**src/rtl/int_frame_sum_pkg.sv**
```systemverilog
// Shared constants, state encoding and sizing helper for int_frame_sum.
// RESULT_LEN exists only when INT_FRAME_SUM_LEN_TRAILER_EN is defined.
package int_frame_sum_pkg;

  localparam int DEF_DATA_WIDTH = 32;
  localparam int DEF_MAX_WORDS  = 8;

`ifdef INT_FRAME_SUM_LEN_TRAILER_EN
  typedef enum logic [1:0] {
    ACCUM      = 2'd0,
    RESULT     = 2'd1,
    RESULT_LEN = 2'd2
  } state_t;
`else
  typedef enum logic [1:0] {
    ACCUM  = 2'd0,
    RESULT = 2'd1
  } state_t;
`endif

  // Number of bits needed to represent value (1 -> 1, 7 -> 3, 8 -> 4).
  function automatic int clogb2(input int value);
    int v;
    int r;
    r = 0;
    v = value;
    while (v > 0) begin
      r++;
      v = v >> 1;
    end
    return r;
  endfunction

endpackage

```
**src/rtl/int_frame_sum.sv**
```systemverilog
// AXI4-Stream frame summer: one modulo-2^DATA_WIDTH sum beat per input frame.
// Define INT_FRAME_SUM_LEN_TRAILER_EN to append a length/truncation trailer beat.
module int_frame_sum
  import int_frame_sum_pkg::*;
#(
  parameter int DATA_WIDTH = DEF_DATA_WIDTH,
  parameter int MAX_WORDS  = DEF_MAX_WORDS
) (
  input  logic                            axi_clk,
  input  logic                            axi_reset_n,
  input  logic                            s_axis_valid,
  input  logic [DATA_WIDTH-1:0]           s_axis_data,
  input  logic                            s_axis_last,
  output logic                            s_axis_ready,
  output logic                            m_axis_valid,
  output logic [DATA_WIDTH-1:0]           m_axis_data,
  output logic                            m_axis_last,
  input  logic                            m_axis_ready,
  output logic                            frame_trunc,
  output logic [clogb2(MAX_WORDS-1):0]    beat_count
);

  localparam int            CW       = clogb2(MAX_WORDS-1) + 1;
  localparam logic [CW-1:0] LAST_IDX = CW'(MAX_WORDS - 1);

  // Handshakes: a beat transfers on a rising edge where valid && ready.
  // Input and output phases never overlap: s_axis_ready is high only in ACCUM.
`ifdef INT_FRAME_SUM_LEN_TRAILER_EN
  localparam logic SUM_LAST = 1'b0;
`else
  localparam logic SUM_LAST = 1'b1;
`endif

  state_t                state;
  logic [DATA_WIDTH-1:0] acc;
  logic [DATA_WIDTH-1:0] acc_next;
  logic                  closing;

  assign s_axis_ready = (state == ACCUM);
  assign acc_next     = acc + s_axis_data;
  assign closing      = s_axis_last || (beat_count == LAST_IDX);

`ifdef INT_FRAME_SUM_LEN_TRAILER_EN
  logic                  trunc_flag;
  logic [DATA_WIDTH-1:0] trailer_word;

  // Trailer: zero-extended beat count with the truncation flag in the MSB.
  always_comb begin
    trailer_word                 = '0;
    trailer_word[CW-1:0]         = beat_count;
    trailer_word[DATA_WIDTH-1]   = trunc_flag;
  end
`endif

  always_ff @(posedge axi_clk or negedge axi_reset_n) begin
    if (!axi_reset_n) begin
      state        <= ACCUM;
      acc          <= '0;
      beat_count   <= '0;
      m_axis_data  <= '0;
      m_axis_valid <= 1'b0;
      m_axis_last  <= 1'b0;
      frame_trunc  <= 1'b0;
`ifdef INT_FRAME_SUM_LEN_TRAILER_EN
      trunc_flag   <= 1'b0;
`endif
    end else begin
      frame_trunc <= 1'b0;
      case (state)
        ACCUM: begin
          if (s_axis_valid) begin
            acc        <= acc_next;
            beat_count <= beat_count + 1'b1;
            if (closing) begin
              m_axis_data  <= acc_next;
              m_axis_valid <= 1'b1;
              m_axis_last  <= SUM_LAST;
              frame_trunc  <= !s_axis_last;
`ifdef INT_FRAME_SUM_LEN_TRAILER_EN
              trunc_flag   <= !s_axis_last;
`endif
              state        <= RESULT;
            end
          end
        end
        RESULT: begin
          if (m_axis_ready) begin
`ifdef INT_FRAME_SUM_LEN_TRAILER_EN
            m_axis_data <= trailer_word;
            m_axis_last <= 1'b1;
            state       <= RESULT_LEN;
`else
            m_axis_valid <= 1'b0;
            m_axis_last  <= 1'b0;
            acc          <= '0;
            beat_count   <= '0;
            state        <= ACCUM;
`endif
          end
        end
`ifdef INT_FRAME_SUM_LEN_TRAILER_EN
        RESULT_LEN: begin
          if (m_axis_ready) begin
            m_axis_valid <= 1'b0;
            m_axis_last  <= 1'b0;
            acc          <= '0;
            beat_count   <= '0;
            trunc_flag   <= 1'b0;
            state        <= ACCUM;
          end
        end
`endif
        default: state <= ACCUM;
      endcase
    end
  end

endmodule

```
**config.mk**
```make
export PLATFORM = sky130hd
export DESIGN_NAME = int_frame_sum
export DESIGN_NICKNAME = d
export VERILOG_FILES = /design/src/rtl/int_frame_sum_pkg.sv /design/src/rtl/int_frame_sum.sv
export SDC_FILE = /design/constraint.sdc
export NUM_CORES = 1
export LEC_CHECK = 0
export CORE_ASPECT_RATIO = 0.5
export CORE_UTILIZATION = 25
export CTS_CLUSTER_DIAMETER = 200
export DETAILED_ROUTE_END_ITERATION = 12
export PLACE_DENSITY = 0.4
export SLEW_MARGIN = 0
export SYNTH_ARGS = -nofsm -noshare
export SYNTH_HDL_FRONTEND = slang
export SYNTH_SLANG_ARGS = --single-unit
```
**constraint.sdc**
```tcl
create_clock -name axi_clk -period 3.9 [get_ports axi_clk]
set_input_delay 0.585 -clock axi_clk [delete_from_list [all_inputs] [get_ports axi_clk]]
set_output_delay 0.585 -clock axi_clk [all_outputs]
set_load 0.1 [all_outputs]
```
* Yosys cells after proc, flatten, opt, wreduce, memory -nomap -nowiden
Cells that the tools add are included. Widths: inputs -> output; s select.
Word-level totals: bits in registers 72, input bits 37, output and inout port bits 40, word-level logic and storage cells 38
Operators by class: $add $sub $neg 2, equal/unequal tests 5, muxes and demuxes 17, reduce and logical (&&, ||, !) cells 8
Operators with widths (number):
- $mux 32 | 2
- $pmux 32 s2 | 1
- $add 32x32->32 | 1
- $reduce_and 3->1 | 3
- $mux 4 | 2
- $pmux 4 s2 | 1
- $mux 1 | 6
- $mux 2 | 3
- $add 4x1->4 const B | 1
- $eq 4x3->1 const B | 1
- $ne 2x2->1 const B | 2
- $pmux 2 s2 | 1
- $reduce_and 4->1 | 1
- $eq 2x1->1 const B | 1
- $logic_not 2->1 | 1
- $ne 2x1->1 const B | 1
- $pmux 1 s2 | 1
- $reduce_bool 2->1 | 1
- $logic_not 1->1 | 1
- $logic_or 1x1->1 | 1

* Longest topological paths before layout
Gate-level depths: netlist of run 1.
depth in word-level cells 5, depth in mapped cells 10, depth with buffers taken out 10

* Least setup slack after synthesis of run 1
No wires, ideal clock.
path kind flip-flop to flip-flop, start point register m_axis_last (netlist name), end point register m_axis_data[12], arrival time 2.945 ns, setup slack 0.829 ns, stages on the path, launching flop included 7, clock period less this slack 3.071 ns, path through dfrtp_1 inv_1 nand2_1 nor2_1 clkbuf_1 clkbuf_1 mux2_2
RTL lines:
- end signal, assigned | RTL line int_frame_sum.sv:75 | m_axis_data <= acc_next;
- end, declared | RTL line int_frame_sum.sv:16 | output logic [DATA_WIDTH-1:0] m_axis_data,

* Worst setup path after layout of run 1
start point input port s_axis_data[0], end point register m_axis_data[30]
Between the ends: word-level cells in the longest chain between the ends 1
Ends and longest elaborated chain:
- start, declared | RTL line int_frame_sum.sv:12 | input logic [DATA_WIDTH-1:0] s_axis_data,
- $add 32x32->32 | RTL line int_frame_sum.sv:40 | assign acc_next = acc + s_axis_data;
No other way between the ends. A chain may end at the register's enable or synchronous reset.

==> flow_metrics.py, run 1 <==
metrics = {
    "grt": {
        "grt_pass1_vias": 3729,
        "antenna_found_initial": 0,
        "gr-usage-all-layers_pct": 15.11,
        "grt_max_degree": 71,
        "globalRouteOverflowTotal": 0,
        "grt_first_pass_wirelength_microns": 20860,
    },
    "route": {
        "routed-wl-met3_microns": 252,
        "antenna_violating_nets_post_route": 0,
        "drt_wl_total_microns": 12980,
        "highest_signal_layer_in_the_routed_design": "met4",
        "detail_route.first_pass.iterations": 4,
        "detail_route.wirelength.met1_microns": 7265,
        "first_iter_violations": 121,
        "post-route-drc-count": 0,
        "num_vias": 3697,
        "vias_per_cell": 4.826,
        "met2_length_microns": 5410,
        "routed_wire_length_per_instance_microns": 16.94,
    },
    "clock_tree": {
        "ctsResizeCount": 0,
        "cts.clk_slew.worst_paths_ns": 0.07,
        "cts_root_buffer": "clkbuf_16",
        "cts_tree": "done",
        "postCtsHoldBufs": 0,
        "tritoncts_num_sinks": 70,
        "postCtsSetupRepairBufs": 0,
        "worstSkewPairLatency_ns": 0.34,
        "ctsLongestPathBuffers": 2,
        "cts_inserted_buffers": 9,
        "cts_max_level": 3,
    },
    "timing": {
        "report.final.setup_viol": 0,
        "fin_ws_ns": 0.5545,
        "transition_time_at_the_pin_with_the_least_slew_margin_ns": 1.006,
        "total_negative_setup_slack_ns": 0,
        "timing.fmax_ghz": 0.2989,
        "max-slew-margin-rel_pct": 32.71,
        "period_share_pct": 85.78,
        "finalClockSkew_ns": 0.01127,
        "finalCriticalPeriod_ns": 3.345,
        "timing.final.hold_violations": 0,
        "finalHoldWorstSlack_ns": 0.3947,
        "final_max_slew_viol_count": 0,
        "setup_repair_after_global_routing_missed_its_margin": "false",
    },
    "place": {
        "routabilityCongestion": 0.8252,
        "detailedPlacementHpwl_microns": 9387,
        "dpl-instance-area_sq_um": 5415,
        "place_ws_ns": 0.2552,
        "io_buffers": 76,
    },
    "synth": {
        "synth_area_sq_um": 4370,
        "postSynth.topFlopCell": "dfrtp_1",
        "synth_async_sr_flop_share_pct": 100.0,
        "yosys.area.top_type": "dfrtp_1",
        "ys_types": 56,
        "yosys_warning_total": 0,
        "nets_in_the_synthesized_netlist": 527,
        "synth_largest_type_area_fraction_pct": 40.08,
        "synth-seq-area-share_pct": 40.08,
        "synth_top_cells_by_count": "dfrtp_1 (70), nand2_1 (53), a21oi_1 (33)",
        "synth.ff_latch_count": 70,
        "synthCells": 457,
        "synthTopCellsByArea": "dfrtp_1 (40%), ha_1 (9.2%), a22o_1 (5.0%)",
        "cell_with_the_most_instances_after_synthesis": "dfrtp_1",
        "post_synth_edffs": 0,
        "synth_area_per_cell_sq_um": 9.563,
    },
    "die": {
        "fp.dieW_microns": 189.0,
        "floorplan.io_pins": 77,
        "initial_core_util_pct": 26.14,
        "die-area_sq_um": 18050,
        "die_height_microns": 95.50,
        "core.rowCount": 33,
        "core_area_sq_um": 16720,
    },
    "cells_and_area": {
        "drive_gt1_share_pct": 10.20,
        "syn2layout_area_growth_pct": 31.49,
        "final_cell_area_sq_um": 5747,
        "seq_area_sq_um": 1752,
        "n_fill_cell": 1776,
        "antenna_cells_inserted": 0,
        "multi_input_area_sq_um": 2505,
        "layout.nets": 604,
    },
    "critical_path": {
        "cp_data_required_time_ns": 4.12,
        "cp-start-kind": "primary input",
        "worstPathArrival_ns": 3.56,
        "crit_fanout": 4,
        "worst_setup_path_end_kind": "flip-flop",
        "critPathKind": "in2reg",
    },
    "min_path": {
        "min_path_type": "in2async",
    },
    "outcome": {
        "status": "completed",
    },
    "flow_run": {
        "cap_violations": 0,
    },
}
==> flip-flops by register name, summed over array words and instances (netlist names) <==
signal / cells
acc: 32
m_axis_data: 32
beat_count: 4
frame_trunc: 1
m_axis_last: 1
==> cells in the final DEF, fill, tap and decap left out, types with 15 or more instances in the layout <==
cell and n:
a21o_1 18, a21oi_1 32, a22o_1 25, clkdlybuf4s50_1 75, dfrtp_1 70, ha_1 32
mux2_2 15, nand2_1 53, nor2_1 22, o21ai_0 27, xnor2_1 16
==> worst max-delay path, cell delays in order <==
cell and delay [ns]:
clkdlybuf4s50_1 0.46, ha_1 0.21, fa_1 0.24, a21o_1 0.13
a21oi_1 0.12, o21ai_1 0.24, nand3_1 0.20, o211ai_1 0.49
nand4_1 0.26, and4_1 0.26, or3_1 0.36
==> per-stage QoR <==
stage / std cells / utilization, %
finish: 766 / 34.37
global route: 766 / 34.37
CTS: 766 / 34.37
detailed placement: 750 / 32.38
global placement: 750 / 32.38
floorplan: 457 / -
==> path summary, 6_finish.rpt <==
| kind | from | to | slack [ns] | depth (start not counted) |
|---|---|---|---|---|
| min | axi_reset_n | acc[29] | 0.39 | 1 |
| max reg2reg | acc[0] | m_axis_data[30] | 0.92 | 10 |
| max | s_axis_data[0] | m_axis_data[30] | 0.55 | 11 |
| max in group asynchronous | axi_reset_n | acc[4] | 2.89 | 1 |
| min in group axi_clk | beat_count[3] | frame_trunc | 0.47 | 1 |
| min reg2reg | beat_count[3] | frame_trunc | 0.47 | 1 |
==> kinds of logic after synthesis <==
| logic type | Yosys count | share of synthesized area, % |
|---|---|---|
| buf+inv | 32 | 2.892 |
| mux | 18 | 4.552 |
| flops | 70 | 40.08 |
| compound gates | 154 | 24.53 |
| simple gates | 127 | 13.71 |
| xor+xnor | 23 | 4.609 |
| fa+ha+maj | 33 | 9.619 |
==> cell type report <==
cell class	count	area share [%]
sequential	70	30.48
tap	227	4.942
multi-input combinational	355	43.59
clock inverter	6	1.611
inverter	13	0.8491
timing repair buffer	85	14.37
clock buffer	10	4.158
==> per-layer routing <==
layer,vias up,global-route usage (%)
met3,2,3.018
met2,35,22.24
li1,1858,-
met5,-,0
met4,0,3.226
met1,1802,22.51
Power of run 1 is left out: the tool's default activity adds up to more than one toggle a clock period on the data nets, which glitch-free logic cannot reach.
==> run 2: changes to the inputs <==
- ABC_AREA: unset -> 1
- PLACE_DENSITY: 0.4 -> 0.39
==> run 2 against run 1 <==
- global-route usage is 1.1 points higher
- clock skew down 0.0046 ns
- count of clock-buffer cells in the layout up 3
- design area up 10%
- die area up 13%
- wire length up 21%
- setup slack better by 0.77 ns
- the flow now finishes with violations (design-rule violations)
- non-clock buffer count decreased by 7
- critical endpoint is now s_axis_ready
- synthesized cell count grew 66%
- critical path type is now reg2out
==> flow_metrics.py, run 2 <==
metrics = {
    "pwr": {
        "powerDensity_nw_per_um2": 982.9,
        "netSwitchingPower_mw": 3.463,
        "power.share.clock_pct": 15.1,
        "power.share.combinational_pct": 64.4,
        "power.ir.vdd_worst_mv": 0.3163,
        "power.internal_mw": 2.778,
        "share_seq_of_total_power_pct": 20.5,
        "power.share.switching_pct": 55.49,
        "leakage_nw": 3.453,
    },
    "timing": {
        "finalClockSkew_ns": 0.006644,
        "report.final.setup_viol": 0,
        "period_share_pct": 66.06,
        "finalCriticalPeriod_ns": 2.577,
        "max-slew-margin-rel_pct": 34.34,
        "total_negative_setup_slack_ns": 0,
        "timing.fmax_ghz": 0.3881,
        "timing.final.hold_violations": 0,
        "final_max_slew_viol_count": 0,
        "transition_time_at_the_pin_with_the_least_slew_margin_ns": 0.9819,
        "setup_repair_after_global_routing_missed_its_margin": "false",
    },
    "grt": {
        "antenna_found_initial": 0,
        "grt_max_degree": 71,
        "grt_pass1_vias": 4652,
        "globalRouteOverflowTotal": 0,
        "grt_first_pass_wirelength_microns": 25240,
        "gr-usage-all-layers_pct": 16.25,
    },
    "critical_path": {
        "critical-path-max-stage-delay_ns": 1.14,
        "crit_chain": "inv_1, clkdlybuf4s50_1",
        "crit_start": "m_axis_last",
        "crit_fanout": 4,
        "cp-start-kind": "flip-flop",
        "worstPathArrival_ns": 1.99,
        "cp.buffers_inverters": 2,
        "timing.critical_path.slowest_stage_cell": "clkdlybuf4s50_1",
        "cp_top_family": "buffers and inverters",
        "rr_startpoint": "acc[0]",
        "worst_setup_path_end_kind": "output port",
        "critPathKind": "reg2out",
        "cp_data_required_time_ns": 3.31,
    },
    "route": {
        "first_iter_violations": 292,
        "num_vias": 4677,
        "routed_wire_length_per_instance_microns": 14.22,
        "vias_per_cell": 4.233,
        "drt_wl_total_microns": 15720,
        "post-route-drc-count": 1,
        "detail_route.first_pass.iterations": 9,
        "antenna_violating_nets_post_route": 0,
    },
    "die": {
        "die_height_microns": 101.7,
        "initial_core_util_pct": 25.53,
        "core.rowCount": 36,
        "die-area_sq_um": 20480,
        "fp.dieW_microns": 201.4,
        "core_area_sq_um": 19460,
        "floorplan.io_pins": 77,
    },
    "synth": {
        "yosys.area.top_type": "dfrtp_1",
        "synth.ff_latch_count": 70,
        "synth_area_sq_um": 4969,
        "ys_types": 32,
        "synth-seq-area-share_pct": 35.26,
        "synth_top_cells_by_count": "nand2_1 (327), inv_1 (119), dfrtp_1 (70)",
        "yosys_warning_total": 0,
        "synthTopCellsByArea": "dfrtp_1 (35%), nand2_1 (25%), inv_1 (9.0%)",
        "post_synth_edffs": 0,
        "cell_with_the_most_instances_after_synthesis": "nand2_1",
        "synth_largest_type_area_fraction_pct": 35.26,
        "synthCells": 758,
        "synth_async_sr_flop_share_pct": 100.0,
        "nets_in_the_synthesized_netlist": 828,
        "postSynth.topFlopCell": "dfrtp_1",
        "synth_area_per_cell_sq_um": 6.555,
    },
    "outcome": {
        "status": "finished, violations left",
        "failed_checks": "design-rule violations",
    },
    "clock_tree": {
        "ctsResizeCount": 0,
        "tritoncts_num_sinks": 70,
        "ctsLongestPathBuffers": 2,
        "cts_max_level": 3,
        "cts_root_buffer": "clkbuf_16",
        "postCtsHoldBufs": 0,
        "cts.clk_slew.worst_paths_ns": 0.06,
        "cts_tree": "done",
        "cts_inserted_buffers": 9,
        "worstSkewPairLatency_ns": 0.34,
        "postCtsSetupRepairBufs": 0,
    },
    "cells_and_area": {
        "syn2layout_area_growth_pct": 27.80,
        "drive_gt1_share_pct": 3.576,
        "antenna_cells_inserted": 0,
        "mostFrequentLayoutCell": "nand2_1",
        "finalCoreUtilization_pct": 32.63,
        "layout.nets": 904,
        "layout.cells.most_common_list": "nand2_1 (327), inv_1 (119), clkdlybuf4s50_1 (75)",
        "top_registers": "acc x32, m_axis_data x32, beat_count x4",
    },
    "place": {
        "io_buffers": 76,
        "routabilityCongestion": 0.8090,
        "detailedPlacementHpwl_microns": 12080,
    },
    "min_path": {
        "min_path_type": "in2async",
    },
    "flow_run": {
        "cap_violations": 0,
    },
}
[run 2: changes by cell type in the layout (fill, tap and decap cells not counted), moves of 10 or more]
cell / delta
mux2_2: -15
a21o_1: -16
inv_1: +106
nor2_1: +16
a21oi_1: -10
nand3_1: +48
a22o_1: -21
nand2_1: +274
[run 2: worst paths after layout]
path                                   endpoint  slack [ns]  cells past startpoint
max in group asynchronous               acc[12]        2.89                      1
worst max-delay path               s_axis_ready        1.32                      2
worst min-delay path                     acc[8]        0.40                      1
worst min register to register  m_axis_data[17]        0.48                      2
min in group axi_clk            m_axis_data[17]        0.48                      2
worst max register to register          acc[28]        1.79                     10
[run 2: power by group through the flow]
stage | clock network [mW] | registers [mW] | logic (mW)
after floorplan | 0 | 2.54 | 1.76
after global placement | 0 | 1.29 | 4.06
after detailed placement | 0 | 1.29 | 4.06
after CTS | 0.972 | 1.28 | 4.07
after global routing | 1.01 | 1.32 | 4.43
final | 0.942 | 1.28 | 4.02
[run 2: cells by family after synthesis]
logic type	after synthesis	share of synthesized area [%]
compound gates	58	6.573
fa+ha+maj	33	8.461
flops	70	35.26
xor+xnor	16	2.820
buf+inv	134	10.35
simple gates	447	36.54
[run 2: final cells by class]
cell class,count,area (sq um)
clock buffers,13,270.3
repair buffers,78,773.2
clock inverters,3,65.06
fillers,2183,13110
multi-input cells,554,2703
well taps,266,332.8
flip-flops and latches,70,1752
inverters,121,454.2
[run 2: stage by stage]
| step | setup WS [ns] | hold WS (ns) | power, mW | cells | instance area [sq um] |
|---|---|---|---|---|---|
| 2_1_floorplan | 1.270 | 0.2894 | 4.303 | 758 | 4969 |
| 3_3_place_gp | 1.137 | 0.4660 | 5.344 | 1089 | 6015 |
| 3_5_place_dp | 1.108 | 0.4687 | 5.347 | 1089 | 6015 |
| 4_1_cts | 1.306 | 0.4398 | 6.325 | 1105 | 6350 |
| 5_1_grt | 1.264 | 0.4882 | 6.760 | 1105 | 6350 |
| 6_report | 1.323 | 0.3991 | 6.241 | 1105 | 6350 |
[run 2: layer usage]
layer / vias up / GRT usage (%) / part of all wire, %
li1: 2498 / - / -
met1: 2102 / 22.75 / 53
met2: 66 / 25.89 / 42
met3: 11 / 3.185 / 3.5
met4: 0 / 3.671 / 1.0
met5: - / 0 / 0
Note: power is estimated with default switching activity, not from simulation.
